`src/rtl/fifo_wr_arbiter.sv`:
```
// Round-robin arbiter sharing one FIFO write port among NREQ requesters.
// Grants bounded bursts of up to BULK_NUMBER words and watches for long full-stalls.
module fifo_wr_arbiter #(
  parameter int NREQ           = 4,
  parameter int DSIZE          = 8,
  parameter int BULK_NUMBER    = 10,
  parameter int WATCHDOG_LIMIT = 100
) (
  input  logic                      wclk,
  input  logic                      wrst_n,
  input  logic [NREQ-1:0]           req_valid,
  input  logic [NREQ*DSIZE-1:0]     req_data,
  output logic [NREQ-1:0]           req_ready,
  output logic                      fifo_winc,
  output logic [DSIZE-1:0]          fifo_wdata,
  input  logic                      fifo_wfull,
  output logic [$clog2(NREQ)-1:0]   grant_id,
  output logic                      busy,
  output logic                      burst_done,
  output logic                      stall_err
);

  localparam int GW = $clog2(NREQ);
  localparam int CW = $clog2(BULK_NUMBER + 1);
  localparam int SW = $clog2(WATCHDOG_LIMIT + 1);

  localparam logic [GW-1:0] LAST_ID   = GW'(NREQ - 1);
  localparam logic [GW:0]   NREQ_EXT  = (GW + 1)'(NREQ);
  localparam logic [CW-1:0] LAST_BEAT = CW'(BULK_NUMBER - 1);
  localparam logic [SW-1:0] STALL_MAX = SW'(WATCHDOG_LIMIT);

  typedef enum logic {
    S_IDLE  = 1'b0,
    S_BURST = 1'b1
  } state_t;

  state_t          r_state;
  logic [GW-1:0]   r_rr_ptr;
  logic [GW-1:0]   r_grant;
  logic [CW-1:0]   r_count;
  logic [SW-1:0]   r_stall;
  logic            r_burst_done;
  logic            r_stall_err;

  logic            w_busy;
  logic            w_gvalid;
  logic            w_xfer;
  logic            w_stall;
  logic            w_end;
  logic            w_any;
  logic [GW-1:0]   w_next_ptr;
  logic [SW-1:0]   w_stall_inc;
  logic [2*NREQ-1:0] w_vv;
  logic [2*NREQ-1:0] w_vv_sh;
  logic [NREQ-1:0] w_rot;
  logic [GW-1:0]   w_off;
  logic [GW:0]     w_sum;
  logic [GW-1:0]   w_winner;

  assign w_busy      = (r_state == S_BURST);
  assign w_gvalid    = req_valid[r_grant];
  assign w_xfer      = w_busy & w_gvalid & ~fifo_wfull;
  assign w_stall     = w_busy & w_gvalid & fifo_wfull;
  assign w_end       = w_busy & (~w_gvalid | (w_xfer & (r_count == LAST_BEAT)));
  assign w_next_ptr  = (r_grant == LAST_ID) ? '0 : r_grant + 1'b1;
  assign w_stall_inc = (r_stall == STALL_MAX) ? r_stall : r_stall + 1'b1;
  assign w_any       = |req_valid;

  // Rotate requests so bit 0 is rr_ptr; the lowest set bit is the offset of the winner.
  assign w_vv    = {req_valid, req_valid};
  assign w_vv_sh = w_vv >> r_rr_ptr;
  assign w_rot   = w_vv_sh[NREQ-1:0];

  always_comb begin
    w_off = '0;
    for (int k = NREQ - 1; k >= 0; k--) begin
      if (w_rot[k]) w_off = GW'(k);
    end
  end

  assign w_sum    = {1'b0, r_rr_ptr} + {1'b0, w_off};
  assign w_winner = (w_sum >= NREQ_EXT) ? GW'(w_sum - NREQ_EXT) : w_sum[GW-1:0];

  always_comb begin
    req_ready = '0;
    if (w_busy && !fifo_wfull) req_ready[r_grant] = 1'b1;
  end

  assign fifo_winc  = w_xfer;
  assign fifo_wdata = w_busy ? req_data[int'(r_grant)*DSIZE +: DSIZE] : '0;
  assign grant_id   = r_grant;
  assign busy       = w_busy;
  assign burst_done = r_burst_done;
  assign stall_err  = r_stall_err;

  always_ff @(posedge wclk or negedge wrst_n) begin
    if (!wrst_n) begin
      r_state      <= S_IDLE;
      r_rr_ptr     <= '0;
      r_grant      <= '0;
      r_count      <= '0;
      r_stall      <= '0;
      r_burst_done <= 1'b0;
      r_stall_err  <= 1'b0;
    end else begin
      r_burst_done <= 1'b0;
      case (r_state)
        S_IDLE: begin
          if (w_any) begin
            r_state <= S_BURST;
            r_grant <= w_winner;
            r_count <= '0;
            r_stall <= '0;
          end
        end
        S_BURST: begin
          if (w_end) begin
            r_state      <= S_IDLE;
            r_burst_done <= 1'b1;
            r_rr_ptr     <= w_next_ptr;
          end
          if (w_xfer) begin
            r_count <= r_count + 1'b1;
            r_stall <= '0;
          end else if (w_stall) begin
            // Counter saturates; the error flag is sticky until reset.
            r_stall <= w_stall_inc;
            if (w_stall_inc == STALL_MAX) r_stall_err <= 1'b1;
          end
        end
        default: r_state <= S_IDLE;
      endcase
    end
  end

endmodule

```
`config.mk`:
```
export PLATFORM = sky130hd
export DESIGN_NAME = fifo_wr_arbiter
export DESIGN_NICKNAME = d
export VERILOG_FILES = /design/src/rtl/fifo_wr_arbiter.sv
export SDC_FILE = /design/constraint.sdc
export NUM_CORES = 1
export LEC_CHECK = 0
export BUFFER_PORTS_ARGS = -buffer_cell sky130_fd_sc_hd__buf_4
export CORE_MARGIN = 2
export CORE_UTILIZATION = 35
export CTS_CLUSTER_DIAMETER = 50
export DETAILED_ROUTE_END_ITERATION = 16
export PLACE_DENSITY_LB_ADDON = 0.05
export SETUP_SLACK_MARGIN = 0.1
export SLEW_MARGIN = 10
export SYNTH_ARGS = -nofsm -noshare
export SYNTH_HDL_FRONTEND = slang
export SYNTH_SLANG_ARGS = --single-unit
```
`constraint.sdc`:
```
create_clock -name wclk -period 2.5 [get_ports wclk]
set_clock_uncertainty 0.1 [all_clocks]
set_input_delay 0.25 -clock wclk [delete_from_list [all_inputs] [get_ports wclk]]
set_output_delay 0.25 -clock wclk [all_outputs]
set_load 0.01 [all_outputs]
```
==> impl_metrics.tcl <==
set metrics [dict create \
    diodes 0 \
    syn_nets 206 \
    insertion_delay_ps 260 \
    final_layout_size_suffix_gt1_share_pct 35.7 \
    synth_warnings 0 \
    wl_mm 3.80 \
    place_inst 258 \
    yosysSeqAreaShare_pct 30.0 \
    die_area_mm2 0.00484 \
    hold_path_class "input port to asynchronous set/reset pin" \
    numCtsBuffers 3 \
    p_per_area_mw_per_mm2 885 \
    syn_inst 158 \
    viasPerCell 5.39 \
    nets 262 \
    crit_arrival_ps 1710 \
    ir_worst_vdd_v 0.000430 \
    slew_headroom_pct 62.7 \
    hold_violations 0 \
    routabilityCongestion 0.900 \
    grt_setup_unrepaired "false" \
    top_layer_used "met4" \
    rows 23 \
    layout_commonest_cell "buf_4" \
    syn2layout_area_growth_pct 34.4 \
    track_usage_pct 15.9 \
    syn_area_mm2 0.00150 \
    run_status "complete, no violations" \
    antenna_found_initial 0 \
    start_kind "register" \
    avgRoutedWirePerCell_um 14.4 \
    vias 1417 \
    fin_crit_ps 2060 \
    max-cap-violations 0 \
    first_pass_iters 4 \
    holdBufCountCts 1 \
    r2r_slack_ps 540 \
    cts_root_buffer "clkbuf_8" \
    htreeDepth 1 \
    port_buffers 56 \
    grt_max_degree 19 \
    r2r_end "grant_id[1]" \
    setup_violations 0 \
    start_util_pct 37.1 \
    final_antenna_net_count 0 \
    final_cell_count_no_fill 263 \
    reg2reg_depth 8 \
    crit_required_ps 2150 \
    fin_crit_sh_pct 82.6 \
    worstMarginPinSlew_ps 558 \
    clk_pin_slew_ps 70 \
    max-clock-path-buffers 2 \
    drc 0 \
    grt_pass1_wl_mm 6.24 \
    grt_pass1_vias 1318 \
    synth.distinct_cells 40 \
    worstSetupEndpointType "primary output" \
    clock_sinks 18 \
    io-pin-count 57 \
    wl_met1_mm 1.68 \
    fin_tns_setup_ps 0 \
    die_width_um 69.6 \
    fmax_ghz 0.484 \
    cellLeakagePower_nw 0.952 \
    r2r-start "r_rr_ptr[1]" \
    hpwl_mm 2.99 \
    syn_avg_cell_area_um2 9.52 \
    fp.dieH_um 69.6 \
    drt_iter0_drc 105 \
    grt.overflow.total 0 \
    cts_setup_buffers 0 \
    post_cts_resized 0 \
    layout_common_cells "buf_4 (58), dfrtp_1 (18), and2_1 (12)" \
    cts_tree "yes" \
    crit_fanout 13 \
    ys_ff_latch 18 \
    worst-setup-path-type "register to primary output" \
    core-area_mm2 0.00406 \
    wl_met3_um 132 \
    slew_violations 0 \
    wl_met2_mm 1.95 \
]
[power by group]
group	internal (mW)	total (mW)	switching (mW)
Combinational	0.571	1.06	0.487
Sequential	0.364	0.483	0.118
Clock	0.140	0.248	0.108
Total	1.08	1.79	0.713
[registers in the layout (all words and copies together), names as in the netlist]
register and flops:
grant_id 2, burst_done 1, busy 1, r_count 4, r_rr_ptr 2, r_stall 7
stall_err 1
[per-layer routing]
layer / vias up / global-route usage (%)
met4: 0 / 4.58
li1: 683 / -
met3: 5 / 2.62
met1: 692 / 20.3
met2: 37 / 27.8
met5: - / 0
[metrics by stage]
step                power [mW]  hold WS, ps  cell area [µm²]  setup WS [ps]  utilization [%]
global route              1.93          305             2020            324             49.8
finish                    1.79          284             2020            435             49.8
CTS                       1.81          292             2020            408             49.8
global placement          1.54         35.7             1960            597             48.2
detailed placement        1.56         32.9             1960            555             48.2
floorplan                 1.16         -146             1500            579                -
[cell usage after synthesis]
master	count	area (µm²)
o211ai_1	1	7.51
nor3_1	3	15.0
buf_2	1	5.00
a41o_1	1	10.0
and2_1	12	75.1
o2bb2ai_1	1	8.76
o21a_1	1	7.51
or3_1	3	18.8
and3_1	2	12.5
mux2i_1	1	10.0
a31oi_1	2	12.5
nor2_1	7	26.3
o31ai_1	2	15.0
a21o_1	2	15.0
nor2b_1	6	37.5
mux2i_2	1	13.8
a31o_2	2	17.5
xor2_1	4	35.0
nand2_1	7	26.3
mux4_2	9	203
o21ai_1	2	10.0
nand3_1	8	40.0
and3b_1	2	17.5
clkbuf_1	5	18.8
a22o_1	2	17.5
inv_1	10	37.5
nand4_1	2	12.5
ha_1	9	113
nand2b_1	2	12.5
nor4b_1	1	8.76
o21bai_1	1	7.51
dfrtp_1	18	450
o21ai_0	9	45.0
or4_1	3	22.5
a21oi_1	7	35.0
nor3b_1	3	22.5
xnor2_1	1	8.76
a21boi_1	1	7.51
mux2_2	2	22.5
buf_6	2	22.5
[critical path, cell delays in order, from the launching register on]
cell and delay [ps]:
dfrtp_1 370, buf_4 250, mux4_2 520, and2_1 180, buf_4 140
[worst max-delay path by stage]
stage | from | endpoint | slack (ps)
after CTS | grant_id[0] | fifo_wdata[2] | 410
after global placement | req_valid[3] | r_rr_ptr[0] | 600
after floorplan | grant_id[0] | r_stall[2] | 580
after global routing | busy | fifo_winc | 320
after detailed placement | r_rr_ptr[1] | grant_id[1] | 560
final | grant_id[0] | fifo_wdata[2] | 440
[layout make-up]
type	count	area, µm²
sequential	18	450
inverter	10	37.5
multi-input combinational	122	970
fill	392	2040
timing repair buffer	59	445
clock buffer	4	55.1
tap	50	62.6
[cells by family (layout without fill, tap and decap cells)]
logic type | count (synthesis) | after routing | share of synthesized area [%]
AO/OA/AOI/OAI | 34 | 34 | 14.4
multiplexers | 13 | 13 | 16.6
AND/OR/NAND/NOR | 61 | 61 | 23.1
XOR/XNOR | 5 | 5 | 2.91
adder cells (fa/ha/maj) | 9 | 9 | 7.49
flip-flops | 18 | 18 | 29.9
buffers and inverters | 18 | 73 | 5.57
Power figures use the tool's default switching activity.
